$ cat src/rtl/division_restoring_core.sv
// Restoring divider: one quotient bit per clock, sign fix-up on exit.
// Takes operand magnitudes plus original signs and returns signed results.
module division_restoring_core #(
  parameter int W  = 8,
  parameter int CW = 4
) (
  input  logic         clk,
  input  logic         rst,
  input  logic         div_sel,
  input  logic [W-1:0] mag_a,
  input  logic [W-1:0] mag_b,
  input  logic         sign_a,
  input  logic         sign_b,
  output logic [W-1:0] quotient,
  output logic [W-1:0] remainder,
  output logic         div_busy,
  output logic         div_finish,
  output logic         div_by_zero
);

  typedef enum logic [1:0] {
    IDLE,
    ITER,
    SIGN,
    DONE
  } state_t;

  state_t        state;
  logic [W-1:0]  r_q;
  logic [W-1:0]  q_q;
  logic [W-1:0]  b_q;
  logic          sa_q;
  logic          sb_q;
  logic          dbz_q;
  logic [CW-1:0] cnt;

  logic [W:0]    r_sh;
  logic [W:0]    r_sub;
  logic [W-1:0]  q_fix;
  logic [W-1:0]  r_src;
  logic [W-1:0]  r_fix;

  assign r_sh  = {r_q, q_q[W-1]};
  assign r_sub = r_sh - {1'b0, b_q};

  // On divide-by-zero Q still holds the dividend, so it feeds the remainder.
  assign r_src = dbz_q ? q_q : r_q;
  assign r_fix = sa_q ? -r_src : r_src;
  assign q_fix = dbz_q ? {W{1'b1}} :
                 ((sa_q ^ sb_q) ? -q_q : q_q);

  always_ff @(posedge clk or posedge rst) begin
    if (rst) begin
      state       <= IDLE;
      r_q         <= '0;
      q_q         <= '0;
      b_q         <= '0;
      sa_q        <= 1'b0;
      sb_q        <= 1'b0;
      dbz_q       <= 1'b0;
      cnt         <= '0;
      quotient    <= '0;
      remainder   <= '0;
      div_busy    <= 1'b0;
      div_finish  <= 1'b0;
      div_by_zero <= 1'b0;
    end else begin
      unique case (state)
        IDLE: begin
          if (div_sel) begin
            q_q      <= mag_a;
            b_q      <= mag_b;
            sa_q     <= sign_a;
            sb_q     <= sign_b;
            r_q      <= '0;
            cnt      <= '0;
            div_busy <= 1'b1;
            dbz_q    <= (mag_b == '0);
            state    <= (mag_b == '0) ? SIGN : ITER;
          end
        end
        ITER: begin
          // A non-negative trial difference means the divisor fits.
          r_q <= r_sub[W] ? r_sh[W-1:0] : r_sub[W-1:0];
          q_q <= {q_q[W-2:0], ~r_sub[W]};
          cnt <= cnt + CW'(1);
          if (cnt == CW'(W - 1))
            state <= SIGN;
        end
        SIGN: begin
          quotient    <= q_fix;
          remainder   <= r_fix;
          div_by_zero <= dbz_q;
          div_finish  <= 1'b1;
          div_busy    <= 1'b0;
          state       <= DONE;
        end
        DONE: begin
          div_finish <= 1'b0;
          state      <= IDLE;
        end
        default: state <= IDLE;
      endcase
    end
  end

endmodule
$ cat config.mk
export PLATFORM = sky130hd
export DESIGN_NAME = division_restoring_core
export DESIGN_NICKNAME = d
export VERILOG_FILES = /design/src/rtl/division_restoring_core.sv
export SDC_FILE = /design/constraint.sdc
export NUM_CORES = 1
export LEC_CHECK = 0
export ABC_AREA = 1
export BUFFER_PORTS_ARGS = -buffer_cell sky130_fd_sc_hd__buf_4
export CELL_PAD_IN_SITES_DETAIL_PLACEMENT = 1
export CELL_PAD_IN_SITES_GLOBAL_PLACEMENT = 1
export CORE_MARGIN = 2
export CORE_UTILIZATION = 23
export CTS_CLUSTER_SIZE = 14
export DETAILED_ROUTE_END_ITERATION = 8
export PLACE_DENSITY = 0.61
export RECOVER_POWER = 50
export SLEW_MARGIN = 5
export SYNTH_ARGS = -nofsm -noshare
export SYNTH_HDL_FRONTEND = slang
export SYNTH_SLANG_ARGS = --single-unit
$ cat constraint.sdc
create_clock -name clk -period 1.68 [get_ports clk]
set_input_delay 0.336 -clock clk [delete_from_list [all_inputs] [get_ports clk]]
set_output_delay 0.336 -clock clk [all_outputs]
set_load 0.005 [all_outputs]
# Word-level counts from Yosys, hierarchy flattened
# Index checks and enable logic that the tools add are counted.
word_totals:
  reg_bits: 52
  output_inout_bits: 19
  word_cells: 52
classes:
  n_addsub: 4
  eq_ne: 6
  n_mux: 18
  bitwise_logic: 2
  reduce_logical: 9
op_table:
  columns: ["cell", "n"]
  rows:
  - ["$mux W8", 7]
  - ["$pmux W8 S2", 2]
  - ["$neg A8 Y8", 2]
  - ["$sub A9 B8 Y9", 1]
  - ["$logic_not A8 Y1", 1]
  - ["$pmux W2 S4", 1]
  - ["$pmux W4 S2", 1]
  - ["$reduce_and A2 Y1", 4]
  - ["$mux W2", 3]
  - ["$reduce_bool A2 Y1", 3]
  - ["$add A4 B1 Y4 const B", 1]
  - ["$eq A2 B2 Y1 const B", 2]
  - ["$eq A4 B3 Y1 const B", 1]
  - ["$mux W4", 1]
  - ["$ne A2 B2 Y1 const B", 2]
  - ["$pmux W1 S2", 2]
  - ["$eq A2 B1 Y1 const B", 1]
  - ["$logic_not A2 Y1", 1]
  - ["$mux W1", 1]
  - ["$not A1 Y1", 1]
  - ["$xor A1 B1 Y1", 1]

# Longest topological paths before layout
# Gate-level depths: netlist of the first run.
logic_depth:
  ltp_word: 4
  depth_mapped: 14
  mapped_depth_nobuf: 14

# Worst setup path before layout of the first run
# Ideal clock, no wire load.
synth_path:
  path_type: "register -> register"
  from: "register q_q[7]"
  to: "register r_q[3]"
  setup_time_ps: 117
  arrival_ps: 1702
  t_required_ps: 1563
  slack_ps: -139
  path_stages_with_launch: 14
  synth_period_minus_slack_ps: 1819
  cell_sequence: "dfrtp_1 -> inv_1 -> ha_1 -> fa_1 -> inv_1 -> nand2_1 -> nand2_1 -> nand3_2 -> nand2_2 -> nand2_2 -> nand2_4 -> nand2_1 -> nand3_1 -> nand2_1"
synth_via:
  elab_chain_len: 3
synth_lines:
  columns: ["element", "line", "source"]
  rows:
  - ["start, declared", "30", "logic [W-1:0] q_q;"]
  - ["start signal, assigned", "71", "q_q <= mag_a;"]
  - ["start signal, assigned", "85", "q_q <= {q_q[W-2:0], ~r_sub[W]};"]
  - ["$sub A9 B8 Y9", "44", "assign r_sub = r_sh - {1'b0, b_q};"]
  - ["$mux W8", "84", "r_q <= r_sub[W] ? r_sh[W-1:0] : r_sub[W-1:0];"]
  - ["$pmux W8 S2", "68", "unique case (state)"]
  - ["end signal, assigned", "84", null]
  - ["end, declared", "29", "logic [W-1:0] r_q;"]
# No other way between the ends.
# A chain may end at the register's enable or synchronous reset.

# Final worst setup path of the first run
layout_path:
  from: "register q_q[7]"
  to: "register r_q[6]"
# The elaborated chain is that of the path after synthesis.

==> impl_results.md, run 1 <==
- Largest net degree at the start of global routing: 27
- CTS tree: done
- Core area: roughly 0.014 mm^2
- CP most frequent cell: nand2_4
- Synth area leaders: dfrtp_1, nand2_1, inv_1, ha_1, o21ai_0
- CTS max path bufs: 2
- Total of max-cap violations: 0
- CP bufs+invs: 2
- Pins Over Slew Limit: 0
- Gr usage total: 12.8%
- Rel. slew slack: 53.0%
- ANT nets after route: 0
- # placed instances: 666
- Worst slew pin tran: 0.704 ns
- Reg clk slew, reported paths: 0.08 ns
- Root buf cell: clkbuf_16
- Total grt overflow: 0
- First-pass GRT wire length: roughly 15,000 um
- Critical path's slowest cell: dfrtp_1
- Nature of the critical path endpoint: flop
- Worst skew pair latency: 0.31 ns
- GR Layer Usage met3: under 10%
- Family with the most delay on the worst path: simple AND/OR/NAND/NOR gates
- # port buffers: 39
- Static Leak: ~2.2 nW
- Unique masters post-synth: 35
- Hpwl dp: 6910 um
- IO Pins: 40
- RSZ-0062 raised after global routing: true
- Final setup viols: 9
- Routed WL: approximately 9000 um
- TritonCTS Buffers: 5
- Die span in x: 122 um
- Die height: ~120 um
- Mapped Area: 0.00323 mm^2
- Layout cells sized above 1: 29.3%
- Sequential fraction of the synthesis area: 40.3%
- Clk sinks: 52
- EDFF count, synth: 0
- Syn Nets: between 400 and 500
- DR iter-0 viols: 84
- Power Dens Cells: 2250 mW/mm^2
- Finished Layout Cells: 681
- Reg-to-Reg Start: q_q[7]$_DFFE_PP0P_
- Max incr delay on CP: ~0.38 ns
- Worst Clk Skew: 0.0121 ns
- Met2 Usage GRT: 22.1%
- Worst Setup Path Type: flop to flop
- Min Tclk post-route: 1.83 ns
- Busiest layer in global routing: met2
- M1 GR Usage: about 16%
- Top cell type's share of synthesized area: around 40%
- Syn-to-layout area delta: 31.8%
- Placer congestion estimate: about 0.75
- Ys flop type: dfrtp_1
- Run status: finished with violations
- Post-layout nets: ~540
- CP arrival: 2.02 ns
- Final period utilization: 109%
- Worst setup path start: q_q[7]$_DFFE_PP0P_
- Worst endpoint required time: ~1.9 ns
- Vias in the first global route: a little over 3,000
- Initial Util: 23.4%
- Drt drc: 0
- Peak VDD IR: 0.581 mV
- Post-layout util: a little under a third
- Htree depth: 2
- # diodes: 0
- Vias per cell: between 4 and 5
- Fin. Hold Viols: 0
- Failing checks: setup timing
- Die area: 0.0150 mm^2
- Yosys warning count: 0
- Post-synthesis cell count: approximately 420
- Startpoint Class: flop
- Async set-reset flop share out of synthesis: 100%
- Via count: 2,948
- Syn avg cell area: 7.62 um^2
- 1st-pass router iterations: 6
- Number of synthesized register bits: 52
- Area leader, netlist: dfrtp_1
- CP Cell Sequence: inv_2 -> ha_4 -> fa_2 -> inv_2 -> nand2_2 -> nand2_4 -> nand3_4 -> nand2_4 -> nand2_4 -> nand2_8 -> nand2_1 -> nand3_1 -> nand2_1
- Row count: 43
- Max Clk Rate: 547 MHz
- Final WS setup: -0.147 ns
- Wire length per cell: 13.0 um
- Worst Hold Class: input port to asynchronous set/reset pin
- Worst Path Max Fanout: 8
- Initial antenna violation count: 0
[cells in the final DEF, fill, tap and decap left out, drive strengths merged, types with 6 or more instances in the layout]
cell	instances
clkbuf	12
nand3	30
o22ai	6
nand2	135
a21oi	9
o211ai	8
nor2	27
ha	15
buf	73
dfrtp	52
o21ai	38
inv	72
[state kept, by name, indices dropped and copies added (netlist names)]
register,count
quotient,8
div_busy,1
b_q,8
q_q,8
remainder,8
div_by_zero,1
dbz_q,1
sa_q,1
sb_q,1
cnt,4
state,2
r_q,8
div_finish,1
[final timing paths]
kind / endpoint / slack (ns) / depth (start not counted)
setup / recovery: r_q[6]$_DFFE_PP0P_ / -0.15 / 13
min in group clk: sb_q$_DFFE_PP0P_ / 0.25 / 3
hold reg to reg: remainder[6]$_DFFE_PP0P_ / 0.49 / 2
setup reg to reg: r_q[6]$_DFFE_PP0P_ / -0.15 / 13
hold / removal: state[0]$_DFFE_PP0P_ / 0.23 / 3
max in group asynchronous: r_q[7]$_DFFE_PP0P_ / 0.96 / 3
[cell usage after synthesis, types with 3 or more instances]
cell type and count:
nand3_1 26, a21oi_1 8, nor2_2 4, nand2_2 9
a31oi_1 3, nand3_2 4, nand4_1 5, ha_1 15
o211ai_1 8, buf_2 3, o21ai_0 27, nand2_1 124
inv_1 69, nor2_1 23, o21ai_2 8, xor2_1 5
clkbuf_1 3, o22ai_1 6, dfrtp_1 52
[worst register-to-register path, delay by kind of cell, from the launching register on]
kind                     cells  cell delay (ns)
buffers and inverters        2             0.12
flip-flops                   1             0.38
adder cells (fa/ha/maj)      2             0.52
AND/OR/NAND/NOR              9             0.69
[kinds of logic after synthesis]
logic type | synth area share (%)
adders and majority gates | 6.43
xor gates and xnor gates | 2.40
DFF | 40.3
and+or+nand+nor | 26.9
buffers and inverters | 10.8
AOI/OAI and AO/OA | 13.1
[per-stage QoR]
| stage | setup WS (ns) | power (mW) | hold WS, ns | cell area, um^2 | setup TNS, ns |
|---|---|---|---|---|---|
| finish | -0.147 | 9.58 | 0.233 | 4260 | -1.17 |
| global route | -0.279 | 10.6 | 0.246 | 4260 | -2.36 |
| CTS | -0.135 | 9.20 | 0.109 | 4130 | -1.01 |
| detailed placement | -0.148 | 7.92 | 0.444 | 3940 | -1.08 |
| global placement | -0.0652 | 7.72 | 0.446 | 3940 | -0.509 |
| floorplan | -0.00355 | 5.94 | 0.446 | 3250 | -0.0172 |
[where the power goes]
group	total (mW)	switching [mW]	leakage [nW]	internal, mW
registers	2.21	0.364	0.640	1.85
logic	6.28	3.62	1.46	2.66
clock network	1.08	0.522	0.0742	0.560
[routing by layer]
| metal | vias up | part of all wire, % |
|---|---|---|
| met1 | 1400 | 48 |
| met4 | 0 | 1.3 |
| met2 | 39 | 48 |
| met3 | 6 | 3.0 |
| met5 | - | 0 |
| li1 | 1503 | - |
[cell type report]
class                      instances  area (um^2)
inverter                          71          267
clock buffer                       5          125
tap                              180          225
multi-input combinational        290         1720
sequential                        52         1300
clock inverter                     3         22.5
timing repair buffer              80          596
fill                            1716         9520
[repair_timing]
action | CTS | global route
gates resized for setup | 4 | 27
setup endpoints to repair | 9 | 22
gates cloned | 0 | 0
buffers inserted | 4 | 3
hold buffers | 0 | 0
pin swaps | 2 | 9
Power figures use the tool's default switching activity.
==> run 2: changes to the inputs <==
--- a/config.mk
+++ b/config.mk
@@ -5,7 +5,6 @@
 export SDC_FILE = /design/constraint.sdc
 export NUM_CORES = 1
 export LEC_CHECK = 0
-export ABC_AREA = 1
 export BUFFER_PORTS_ARGS = -buffer_cell sky130_fd_sc_hd__buf_4
 export CELL_PAD_IN_SITES_DETAIL_PLACEMENT = 1
 export CELL_PAD_IN_SITES_GLOBAL_PLACEMENT = 1
@@ -13,8 +12,9 @@
 export CORE_UTILIZATION = 23
 export CTS_CLUSTER_SIZE = 14
 export DETAILED_ROUTE_END_ITERATION = 8
-export PLACE_DENSITY = 0.61
+export PLACE_DENSITY = 0.59
 export RECOVER_POWER = 50
+export SKIP_LAST_GASP = 1
 export SLEW_MARGIN = 5
 export SYNTH_ARGS = -nofsm -noshare
 export SYNTH_HDL_FRONTEND = slang
==> run 2 against run 1 <==
Against the previous run:
- the flow still finishes with violations (setup timing)
- critical path type unchanged
- design area rose by 7.0%
- via count down 5.2%
- worst hold slack gained 0.038 ns
- largest cell class unchanged
- maximum frequency is 12% lower
- clock skew decreased by 0.0065 ns
- global-route usage up 0.37 points
- non-clock buffer count is 28 higher
- flip-flop and latch count is the same
- critical path depth shrank 3
==> impl_results.md, run 2 <==
- Critical path's slowest cell: dfrtp_1 (unchanged)
- Count leader, synth: dfrtp_1 (was nand2_1)
- Root buf cell: clkbuf_16 (unchanged)
- Drt drc: 0 (unchanged)
- Synth Area in Compound Gates: 16.6% (was 13.1%)
- Die area: 0.0150 mm^2 (about the same)
- Hold Crit Depth: 2
- Core area: 0.0138 mm^2 (unchanged)
- # diodes: 0 (unchanged)
- Vias per cell: 4.56 (was 4.33)
- Worst Setup Path Type: flop to flop (unchanged)
- ANT nets after route: 0 (unchanged)
- Post-layout util: 33.1% (was 30.9%)
- Min-delay src: sign_b
- Synth area leaders: dfrtp_1, mux2_2, ha_1, mux2i_1, nand2_1 (was dfrtp_1, nand2_1, inv_1, ha_1, o21ai_0)
- Rel. slew slack: 70.7% (was 53.0%)
- Synth cell count leaders: dfrtp_1, nand2_1, nor2_1 (was nand2_1, inv_1, dfrtp_1)
- Placer congestion estimate: 0.773 (was 0.753)
- Largest net degree at the start of global routing: 28 (was 27)
- Run status: finished with violations (unchanged)
- Async set-reset flop share out of synthesis: 100% (unchanged)
- Via count: 2,794 (was 2,948)
- Power share of the clock group: 10.8% (was 11.3%)
- Hpwl dp: 7190 um (was 6910 um)
- Adder-Cell Fraction of Synth Area: 6.44% (was 6.43%)
- Highest-count cells in the layout ignoring fill and taps: buf_4, dfrtp_1, nand2_1 (was nand2_1, buf_4, inv_1)
- Post-layout nets: 469 (was 537)
- Static Leak: 2.01 nW (was 2.17 nW)
- Nature of the critical path endpoint: flop (unchanged)
- Peak VDD IR: 0.981 mV (was 0.581 mV)
- Sw Pwr: 4.16 mW (was 4.51 mW)
- Vias in the first global route: 2,952 (was 3,089)
- 1st-pass router iterations: 4 (was 6)
- Number of synthesized register bits: 52 (unchanged)
- Area leader, netlist: dfrtp_1 (unchanged)
- Sequential fraction of the synthesis area: 40.3% (about the same)
- CTS max path bufs: 2 (unchanged)
- Startpoint Class: flop (unchanged)
- Initial Util: 23.4% (about the same)
- Most common cell after layout, fill and taps aside: buf_4 (was nand2_1)
- Gr usage total: 13.1% (was 12.8%)
- EDFF count, synth: 0 (unchanged)
- Reg power frac: 23.0% (was 23.1%)
- Total grt overflow: 0 (unchanged)
- Worst Hold Path EP: sb_q$_DFFE_PP0P_
- Overall Power: 9.72 mW (was 9.58 mW)
- Layout cells sized above 1: 41.1% (was 29.3%)
- CP arrival: 2.22 ns (was 2.02 ns)
- Post-synthesis cell count: 336 (was 424)
- Htree depth: 2 (unchanged)
- Final instance area: 0.00455 mm^2 (was 0.00426 mm^2)
- Wire length per cell: 15.4 um (was 13.0 um)
- Sw Share: 42.9% (was 47.0%)
- Unique masters post-synth: 51 (was 35)
- RSZ-0062 raised after global routing: true (unchanged)
- Family with the most delay on the worst path: adder cells (was simple AND/OR/NAND/NOR gates)
- Reg clk slew, reported paths: 0.07 ns (was 0.08 ns)
- Top cell type's share of synthesized area: 40.3% (about the same)
- Clk sinks: 52 (unchanged)
- Yosys warning count: 0 (unchanged)
- Syn avg cell area: 9.60 um^2 (was 7.62 um^2)
- CP Cell Sequence: inv_2 -> ha_4 -> fa_2 -> nand2b_4 -> a21oi_4 -> o211ai_1 -> buf_4 -> buf_4 -> nand3_2 -> o211ai_1 (was inv_2 -> ha_4 -> fa_2 -> inv_2 -> nand2_2 -> nand2_4 -> nand3_4 -> nand2_4 -> nand2_4 -> nand2_8 -> nand2_1 -> nand3_1 -> nand2_1)
- Internal power: 5.55 mW (was 5.07 mW)
- Min Tclk post-route: 2.07 ns (was 1.83 ns)
- Die height: 122 um (about the same)
- Worst skew pair latency: 0.30 ns (was 0.31 ns)
- Worst endpoint required time: 1.83 ns (was 1.87 ns)
- Pins Over Slew Limit: 0 (unchanged)
- Failing checks: setup timing (unchanged)
- Die span in x: 122 um (about the same)
- Syn-to-layout area delta: 41.2% (was 31.8%)
- Largest family of logic cells by synthesized area: compound AO/OA/AOI/OAI gates (was simple AND/OR/NAND/NOR gates)
- CP bufs+invs: 3 (was 2)
- Total of max-cap violations: 0 (unchanged)
- Ys flop type: dfrtp_1 (unchanged)
- Worst Hold Class: input port to flop (was input port to asynchronous set/reset pin)
- Reg2reg path depth: 10 (was 13)
- CTS tree: done (unchanged)
- Worst slew pin tran: 0.439 ns (was 0.704 ns)
- Syn Nets: 373 (was 461)
- Routed WL: 9450 um (was 8820 um)
- Worst Path Max Fanout: 4 (was 8)
- Reg-to-Reg Start: q_q[7]$_DFFE_PP0P_ (unchanged)
- Cell Area, Placed: 0.00413 mm^2 (was 0.00394 mm^2)
- First-pass GRT wire length: 15,100 um (was 15,000 um)
- TritonCTS Buffers: 5 (unchanged)
- Power Dens Cells: 2130 mW/mm^2 (was 2250 mW/mm^2)
- Reg-to-reg slack, setup: -0.39 ns (was -0.15 ns)
- Number of fill cells: 1,624 (was 1,716)
- Max Clk Rate: 484 MHz (was 547 MHz)
- Simple-Gate Fraction of Synth Area: 15.1% (was 26.9%)
- Worst R2R End: r_q[1]$_DFFE_PP0P_ (was r_q[6]$_DFFE_PP0P_)
- Worst Clk Skew: 0.00558 ns (was 0.0121 ns)
- IO Pins: 40 (unchanged)
- Final period utilization: 123% (was 109%)
- Fin. Hold Viols: 0 (unchanged)
- Mapped Area: 0.00323 mm^2 (about the same)
- Row count: 43 (unchanged)
- Mux share of post-synthesis cell area: 11.6% (was 0%)
- Gate power share: 66.1% (was 65.6%)
- Max incr delay on CP: 0.37 ns (was 0.38 ns)
- DR iter-0 viols: 57 (was 84)
- Final WS setup: -0.388 ns (was -0.147 ns)
- Post-Synth XOR/XNOR Area: 4.58% (was 2.40%)
- # port buffers: 39 (unchanged)
- Initial antenna violation count: 0 (unchanged)
- Final setup viols: 9 (unchanged)
-- run 2: cell types whose count changed after synthesis, moves of 7 or more --
cell / change
nand2_2: -9
o21ai_0: -13
nand2_1: -84
inv_1: -51
a21oi_1: +14
o21ai_2: -7
nand3_1: -21
mux2_2: +19
mux2i_1: +16
-- run 2: worst max path at each step --
| stage | startpoint | endpoint | slack [ns] | depth (start not counted) |
|---|---|---|---|---|
| finish | q_q[7]$_DFFE_PP0P_ | r_q[1]$_DFFE_PP0P_ | -0.39 | 10 |
| global route | q_q[7]$_DFFE_PP0P_ | r_q[1]$_DFFE_PP0P_ | -0.46 | 10 |
| CTS | q_q[7]$_DFFE_PP0P_ | q_q[0]$_DFFE_PP0P_ | -0.38 | 10 |
| detailed placement | q_q[7]$_DFFE_PP0P_ | r_q[2]$_DFFE_PP0P_ | -0.42 | 8 |
| global placement | q_q[7]$_DFFE_PP0P_ | r_q[2]$_DFFE_PP0P_ | -0.35 | 8 |
| floorplan | q_q[7]$_DFFE_PP0P_ | r_q[2]$_DFFE_PP0P_ | -0.32 | 9 |
-- run 2: logic make-up after synthesis --
logic type / count (synthesis)
AO/OA/AOI/OAI: 75
buffers and inverters: 37
AND/OR/NAND/NOR: 105
flip-flops: 52
multiplexers: 35
adder cells (fa/ha/maj): 16
XOR/XNOR: 16
-- run 2: power groups by stage --
stage               logic [mW]  clock network [mW]  registers (mW)
finish                    6.43                1.05            2.24
floorplan                 3.74                   0            2.19
global placement          5.80                   0            2.21
global route              7.13                1.14            2.32
CTS                       6.21                1.09            2.24
detailed placement        5.95                   0            2.24
-- run 2: timing repair --
| item | in CTS | in global routing |
|---|---|---|
| hold buffers | 1 | 0 |
| buffers inserted | 8 | 2 |
| endpoints found under the hold margin | 7 | 0 |
| gates resized for setup | 25 | 19 |
| endpoints found under the setup margin | 18 | 23 |
| pin swaps | 15 | 12 |
-- run 2: routing by layer --
layer | global-route usage, % | part of all wire [%] | vias up
met2 | 23.1 | 53 | 33
met5 | 0 | 0 | -
met4 | 3.81 | 1.7 | 0
met1 | 16.4 | 43 | 1379
li1 | - | - | 1370
met3 | 2.32 | 3.0 | 12
-- run 2: per-stage QoR --
step	setup WS, ns	cells	hold slack [ns]	setup TNS, ns
after floorplan	-0.323	336	0.479	-1.71
after global placement	-0.350	594	0.287	-3.65
after detailed placement	-0.423	594	0.298	-4.27
after CTS	-0.377	611	0.260	-3.12
after global routing	-0.465	613	0.257	-4.05
final	-0.388	613	0.271	-3.15
-- run 2: cell type report --
cell class	instances	area, um^2	share of cell area [%]
Multi-Input combinational cell	247	1960	43.0
Sequential cell	52	1300	28.6
Timing Repair Buffer	108	855	18.8
Tap cell	180	225	4.95
Clock buffer	6	129	2.83
Inverter	18	67.6	1.48
Clock inverter	2	16.3	0.357
